==> src/rtl/hazard_pkg.sv <==
// hazard_pkg: shared definitions for the pipeline hazard controller.
//   hz_state_e      - controller state encoding (RUN / MEM_WAIT / ERROR)
//   REG_ZERO        - x0, never a real data dependence
//   TIMEOUT_CYC_DEF - default MEM-stage wait bound
//   CNT_W_DEF       - default wait counter width
//   src_hit()       - one source-operand dependence test
package hazard_pkg;

    typedef enum logic [1:0] {
        RUN      = 2'd0,
        MEM_WAIT = 2'd1,
        ERROR    = 2'd2
    } hz_state_e;

    localparam logic [4:0] REG_ZERO        = 5'd0;
    localparam int         TIMEOUT_CYC_DEF = 64;
    localparam int         CNT_W_DEF       = 7;

    // True when an operand that is actually read matches the load destination.
    function automatic logic src_hit(input logic use_r,
                                     input logic [4:0] rs,
                                     input logic [4:0] rd);
        return use_r && (rs == rd);
    endfunction

endpackage

==> src/rtl/hazard_perf_cnt.sv <==
// hazard_perf_cnt: event counters for the hazard controller.
//   clk, rst       - clock, synchronous active-high reset (clears counters)
//   stall_evt      - PC held this cycle (outside ERROR)
//   flush_evt      - branch flush applied this cycle
//   lu_evt         - load-use bubble inserted this cycle
//   stall_cyc_cnt, flush_cnt, load_use_cnt - 32-bit wrapping counts
module hazard_perf_cnt (
    input  logic        clk,
    input  logic        rst,
    input  logic        stall_evt,
    input  logic        flush_evt,
    input  logic        lu_evt,
    output logic [31:0] stall_cyc_cnt,
    output logic [31:0] flush_cnt,
    output logic [31:0] load_use_cnt
);

    always_ff @(posedge clk) begin
        if (rst) begin
            stall_cyc_cnt <= '0;
            flush_cnt     <= '0;
            load_use_cnt  <= '0;
        end else begin
            if (stall_evt) stall_cyc_cnt <= stall_cyc_cnt + 32'd1;
            if (flush_evt) flush_cnt     <= flush_cnt + 32'd1;
            if (lu_evt)    load_use_cnt  <= load_use_cnt + 32'd1;
        end
    end

endmodule

==> src/rtl/hazard_ctrl.sv <==
// hazard_ctrl: pipeline sequencing controller for the 5-stage core.
// Decides per cycle which pipeline registers advance, hold or take a bubble.
//   Inputs : clk, rst (sync, active high), rs1_id/rs2_id/use_rs*_id (ID
//            operands), rd_ex/mem_read_ex (EX load), mem_req_mem/mem_ack
//            (data memory handshake), branch_taken_ex.
//   Outputs: pc_we, if_id_we, if_id_flush, id_ex_we, id_ex_flush, ex_mem_we,
//            mem_wb_bubble, mem_err (sticky timeout error).
//   Optional: define HAZARD_PERF_CNT_EN to add stall_cyc_cnt, flush_cnt and
//            load_use_cnt outputs (32-bit event counters).
module hazard_ctrl
    import hazard_pkg::*;
#(
    parameter int TIMEOUT_CYC = TIMEOUT_CYC_DEF,
    parameter int CNT_W       = CNT_W_DEF
) (
    input  logic        clk,
    input  logic        rst,
    input  logic [4:0]  rs1_id,
    input  logic [4:0]  rs2_id,
    input  logic        use_rs1_id,
    input  logic        use_rs2_id,
    input  logic [4:0]  rd_ex,
    input  logic        mem_read_ex,
    input  logic        mem_req_mem,
    input  logic        mem_ack,
    input  logic        branch_taken_ex,
    output logic        pc_we,
    output logic        if_id_we,
    output logic        if_id_flush,
    output logic        id_ex_we,
    output logic        id_ex_flush,
    output logic        ex_mem_we,
    output logic        mem_wb_bubble,
    output logic        mem_err
`ifdef HAZARD_PERF_CNT_EN
    ,
    output logic [31:0] stall_cyc_cnt,
    output logic [31:0] flush_cnt,
    output logic [31:0] load_use_cnt
`endif
);

    localparam logic [CNT_W-1:0] TO_VAL = CNT_W'(TIMEOUT_CYC);

    hz_state_e        state, state_nxt;
    logic [CNT_W-1:0] wait_cnt, wait_cnt_nxt;

    logic load_use, mem_stall;

    assign load_use  = mem_read_ex && (rd_ex != REG_ZERO) &&
                       (src_hit(use_rs1_id, rs1_id, rd_ex) ||
                        src_hit(use_rs2_id, rs2_id, rd_ex));
    assign mem_stall = mem_req_mem && !mem_ack;

    always_ff @(posedge clk) begin
        if (rst) begin
            state    <= RUN;
            wait_cnt <= '0;
        end else begin
            state    <= state_nxt;
            wait_cnt <= wait_cnt_nxt;
        end
    end

    always_comb begin
        pc_we         = 1'b1;
        if_id_we      = 1'b1;
        if_id_flush   = 1'b0;
        id_ex_we      = 1'b1;
        id_ex_flush   = 1'b0;
        ex_mem_we     = 1'b1;
        mem_wb_bubble = 1'b0;
        state_nxt     = state;
        wait_cnt_nxt  = wait_cnt;

        if (!rst) begin
            case (state)
                RUN, MEM_WAIT: begin
                    // Freeze when an access is outstanding: a new unacked
                    // request in RUN, or any cycle in MEM_WAIT without ack.
                    if ((state == RUN) ? mem_stall : !mem_ack) begin
                        pc_we         = 1'b0;
                        if_id_we      = 1'b0;
                        id_ex_we      = 1'b0;
                        ex_mem_we     = 1'b0;
                        mem_wb_bubble = 1'b1;
                        if (state == RUN) begin
                            state_nxt    = MEM_WAIT;
                            wait_cnt_nxt = CNT_W'(1);
                        end else if (wait_cnt == TO_VAL) begin
                            state_nxt = ERROR;
                        end else begin
                            wait_cnt_nxt = wait_cnt + CNT_W'(1);
                        end
                    end else begin
                        // Released (or never frozen): the held ID/EX contents
                        // go through the normal branch / load-use rules.
                        state_nxt    = RUN;
                        wait_cnt_nxt = '0;
                        if (branch_taken_ex) begin
                            // Squashes the dependent instruction too, so a
                            // coincident load-use needs no extra bubble.
                            if_id_flush = 1'b1;
                            id_ex_flush = 1'b1;
                        end else if (load_use) begin
                            pc_we       = 1'b0;
                            if_id_we    = 1'b0;
                            id_ex_flush = 1'b1;
                        end
                    end
                end
                ERROR: begin
                    pc_we         = 1'b0;
                    if_id_we      = 1'b0;
                    id_ex_we      = 1'b0;
                    ex_mem_we     = 1'b0;
                    mem_wb_bubble = 1'b1;
                end
                default: state_nxt = RUN;
            endcase
        end
    end

    assign mem_err = (state == ERROR);

`ifdef HAZARD_PERF_CNT_EN
    logic stall_evt, flush_evt, lu_evt;

    assign stall_evt = !pc_we && (state != ERROR);
    assign flush_evt = if_id_flush;
    assign lu_evt    = id_ex_flush && !if_id_flush;

    hazard_perf_cnt u_perf (
        .clk           (clk),
        .rst           (rst),
        .stall_evt     (stall_evt),
        .flush_evt     (flush_evt),
        .lu_evt        (lu_evt),
        .stall_cyc_cnt (stall_cyc_cnt),
        .flush_cnt     (flush_cnt),
        .load_use_cnt  (load_use_cnt)
    );
`endif

endmodule

==> config.mk <==
export PLATFORM = sky130hd
export DESIGN_NAME = hazard_ctrl
export DESIGN_NICKNAME = d
export VERILOG_FILES = /design/src/rtl/hazard_pkg.sv /design/src/rtl/hazard_perf_cnt.sv /design/src/rtl/hazard_ctrl.sv
export SDC_FILE = /design/constraint.sdc
export NUM_CORES = 1
export LEC_CHECK = 0
export BUFFER_PORTS_ARGS = -buffer_cell sky130_fd_sc_hd__buf_2
export CAP_MARGIN = 30
export CORE_MARGIN = 2
export CORE_UTILIZATION = 45
export DETAILED_ROUTE_END_ITERATION = 7
export PLACE_DENSITY = 0.76
export SKIP_CTS_REPAIR_TIMING = 1
export SLEW_MARGIN = 20
export SYNTH_ARGS = -nofsm -noshare
export SYNTH_HDL_FRONTEND = slang
export SYNTH_HIERARCHICAL = 1
export SYNTH_SLANG_ARGS = --single-unit
==> constraint.sdc <==
create_clock -name clk -period 2.1 [get_ports clk]
set_input_delay 0.42 -clock clk [delete_from_list [all_inputs] [get_ports clk]]
set_output_delay 0.42 -clock clk [all_outputs]
set_load 0.02 [all_outputs]
==> reports/metrics.cfg <==
[outcome]
outcome=complete, no violations

[synth]
ys_types=34
syn_area_um2=709
syn_nets=114
synth_top_cell_by_area=dfxtp_1
synth_top_cell_area_share_pct=25.4
ys_ff_latch=9
yosys-top-cells-area=dfxtp_1 25%, xor2_1 9.9%, a21oi_1 5.6%
synthSimpleGateAreaFrac_pct=27.2
synth_compound_area_share_pct=26.3
synth_mux_area_share_pct=0
synth-xor-area-share_pct=12.3
synth_top_family_by_area=simple AND/OR/NAND/NOR gates
synthAdderAreaFrac_pct=3.53
yosys_warnings=6
avgSynthCellArea_um2=7.97
async_reset_ff_share_pct=0
syn_inst=89
synth_edf_count=0
synth.yosys.seq_area_share_pct=25.4
synth_flop_cell=dfxtp_1

[final_layout]
drive_above_1_share_pct=32.8
area_growth_pct=28.2
stdcell_count=138
fillers=144
finalNetCount=148
diodes=0

[timing]
finalSetupViolCount=0
whs_ns=0.456
period_needed_ns=2.02
timing.fmax_mhz=495
worst_pin_slew_ns=0.478
final.setup.tns_ns=0
slew_violations=0
slew_headroom_pct=68.1
period_share_pct=96.2
finalHoldViolations=0
clock_skew_ns=0.00371
rsz0062_at_grt=false

[drt]
drc=0
drtPass1Iterations=4
vias=763
vias_per_cell=5.53
antenna_left=0
routedWlPerCell_um=11.9
drt-initial-drc-count=17
drt-total-wl_mm=1.64

[setup_path]
worst_setup_path_end_kind=primary output
cp-start-kind=input port
crit_type=in -> out
crit_path_max_incr_delay_ns=0.30
critical_path_cell_count=6
crit_required_ns=1.68
r2r_slack_ns=0.35
reg2reg_to=wait_cnt[2]$_SDFFE_PP0P_
crit_slowest_cell=nor4_1
path_max_fanout=3
timing.critical_path.buf_inv=2
crit_start=rd_ex[3]
r2r_cells=7
crit_family=compound AO/OA/AOI/OAI gates
r2r_start=wait_cnt[1]$_SDFFE_PP0P_
cp.arrival_ns=1.60
worstSetupEndpoint=if_id_we
crit_chain=buf_2 > xor2_1 > nor4_1 > a32oi_1 > o31a_1 > buf_2
cpMostUsedCell=buf_2

[worst_hold_path]
hold_depth=2
hp-class=in -> reg

[grt]
grt_first_pass_wirelength_mm=2.85
grt_antenna_before_repair=0
track_usage_pct=19.4
grt_pass1_vias=718
grt_max_degree=11
grt_overflow=0

[clocking]
clk_pin_slew_worst_paths_ns=0.06
clk_latency_ns=0.26
cts.sinks=9
htree_levels=1
cts_tree=built
clk_root_buffer_cell=clkbuf_4
cts_buffer_depth=2
cts_buffers=3

[placed_design]
placedCellCount=134
place.gp.congestion=0.767
port_buffers=30
place_hpwl_mm=1.37

[floorplanning]
rows=14
initial_core_util_pct=47.6
die_area_mm2=0.00191
top_level_ports=31
die_w_um=43.7
die_height_um=43.7
coreArea_mm2=0.00149

[power_and_ir_drop]
ir_worst_vdd_uv=210
power_uw=399
p_leak_uw=0.000378
powerDensity_mw_per_mm2=438

[run]
max-cap-violations=0

## routing by layer
layer  routed length (µm)  global-route usage, %  up-vias
met4                   28                   9.09        0
li1                     -                      -      393
met1                  689                   24.7      340
met2                  852                   33.2       24
met3                   65                   1.25        6
met5                    0                      0        -
## kinds of logic (layout without fill, tap and decap cells)
| group | after synthesis | after routing |
|---|---|---|
| AOI/OAI and AO/OA | 26 | 26 |
| xor gates and xnor gates | 10 | 10 |
| adders and majority gates | 2 | 2 |
| buffers and inverters | 8 | 41 |
| DFF | 9 | 9 |
| and+or+nand+nor | 34 | 34 |
## state kept, by name, indices dropped and copies added, names as in the netlist
signal / count
wait_cnt: 7
state: 2
## stage by stage
step / area, µm² / setup slack (ns) / util, %
after floorplan: 709 / 0.0680 / -
after global placement: 880 / 0.0741 / 59.1
after detailed placement: 880 / 0.00557 / 59.1
after CTS: 906 / 0.00198 / 60.8
after global routing: 910 / 0.00990 / 61.1
final: 910 / 0.0796 / 61.1
## layout make-up
cell class                      count  area, µm²  area share, %
Clock buffer                        4       26.3           2.89
Sequential cell                     9        181           19.9
Inverter                            4       15.0           1.65
Multi-Input combinational cell     72        492           54.1
Timing Repair Buffer               33        175           19.3
Tap cell                           16       20.0           2.20
## synth_stat cells (2+ instances only)
master	instances
nand3_1	4
dfxtp_1	9
ha_1	2
nor2_1	6
xnor2_1	2
o21a_1	2
and2_1	2
a21oi_1	8
xor2_1	8
nor2b_1	3
nor3_1	3
nand2_1	6
clkbuf_1	2
buf_4	2
a31oi_1	2
o21ai_0	2
inv_1	4
or4_1	2
a32oi_1	2
o21ai_1	3
nor4_1	2
## cell usage in the layout (no fill, tap or decap), drive strengths merged, types with 2 or more instances in the layout
master and n:
nor4 2, nand3 4, a31oi 2, nand2 6, xnor2 2, clkbuf 4, buf 33, ha 2
inv 4, and2 3, xor2 8, o21ai 5, o21a 2, or4 2, a32oi 2, a21oi 8
dfxtp 9, nor3 3, nor2b 3, nor2 6
## power by group
group          leakage (µW)  total [µW]  internal, µW  switching (µW)
logic              0.000290        89.4          42.2            47.2
registers         0.0000732         175           173            2.20
clock network     0.0000150         134          73.2            60.8
## worst min-delay path by stage
stage | slack (ns) | endpoint | from
floorplan | 0.46 | wait_cnt[6]$_SDFFE_PP0P_ | wait_cnt[6]$_SDFFE_PP0P_
global placement | 0.47 | wait_cnt[6]$_SDFFE_PP0P_ | wait_cnt[6]$_SDFFE_PP0P_
detailed placement | 0.49 | wait_cnt[6]$_SDFFE_PP0P_ | wait_cnt[6]$_SDFFE_PP0P_
CTS | 0.45 | wait_cnt[6]$_SDFFE_PP0P_ | rst
global route | 0.48 | wait_cnt[6]$_SDFFE_PP0P_ | rst
finish | 0.46 | wait_cnt[0]$_SDFFE_PP0P_ | rst
Power figures use the tool's default switching activity.
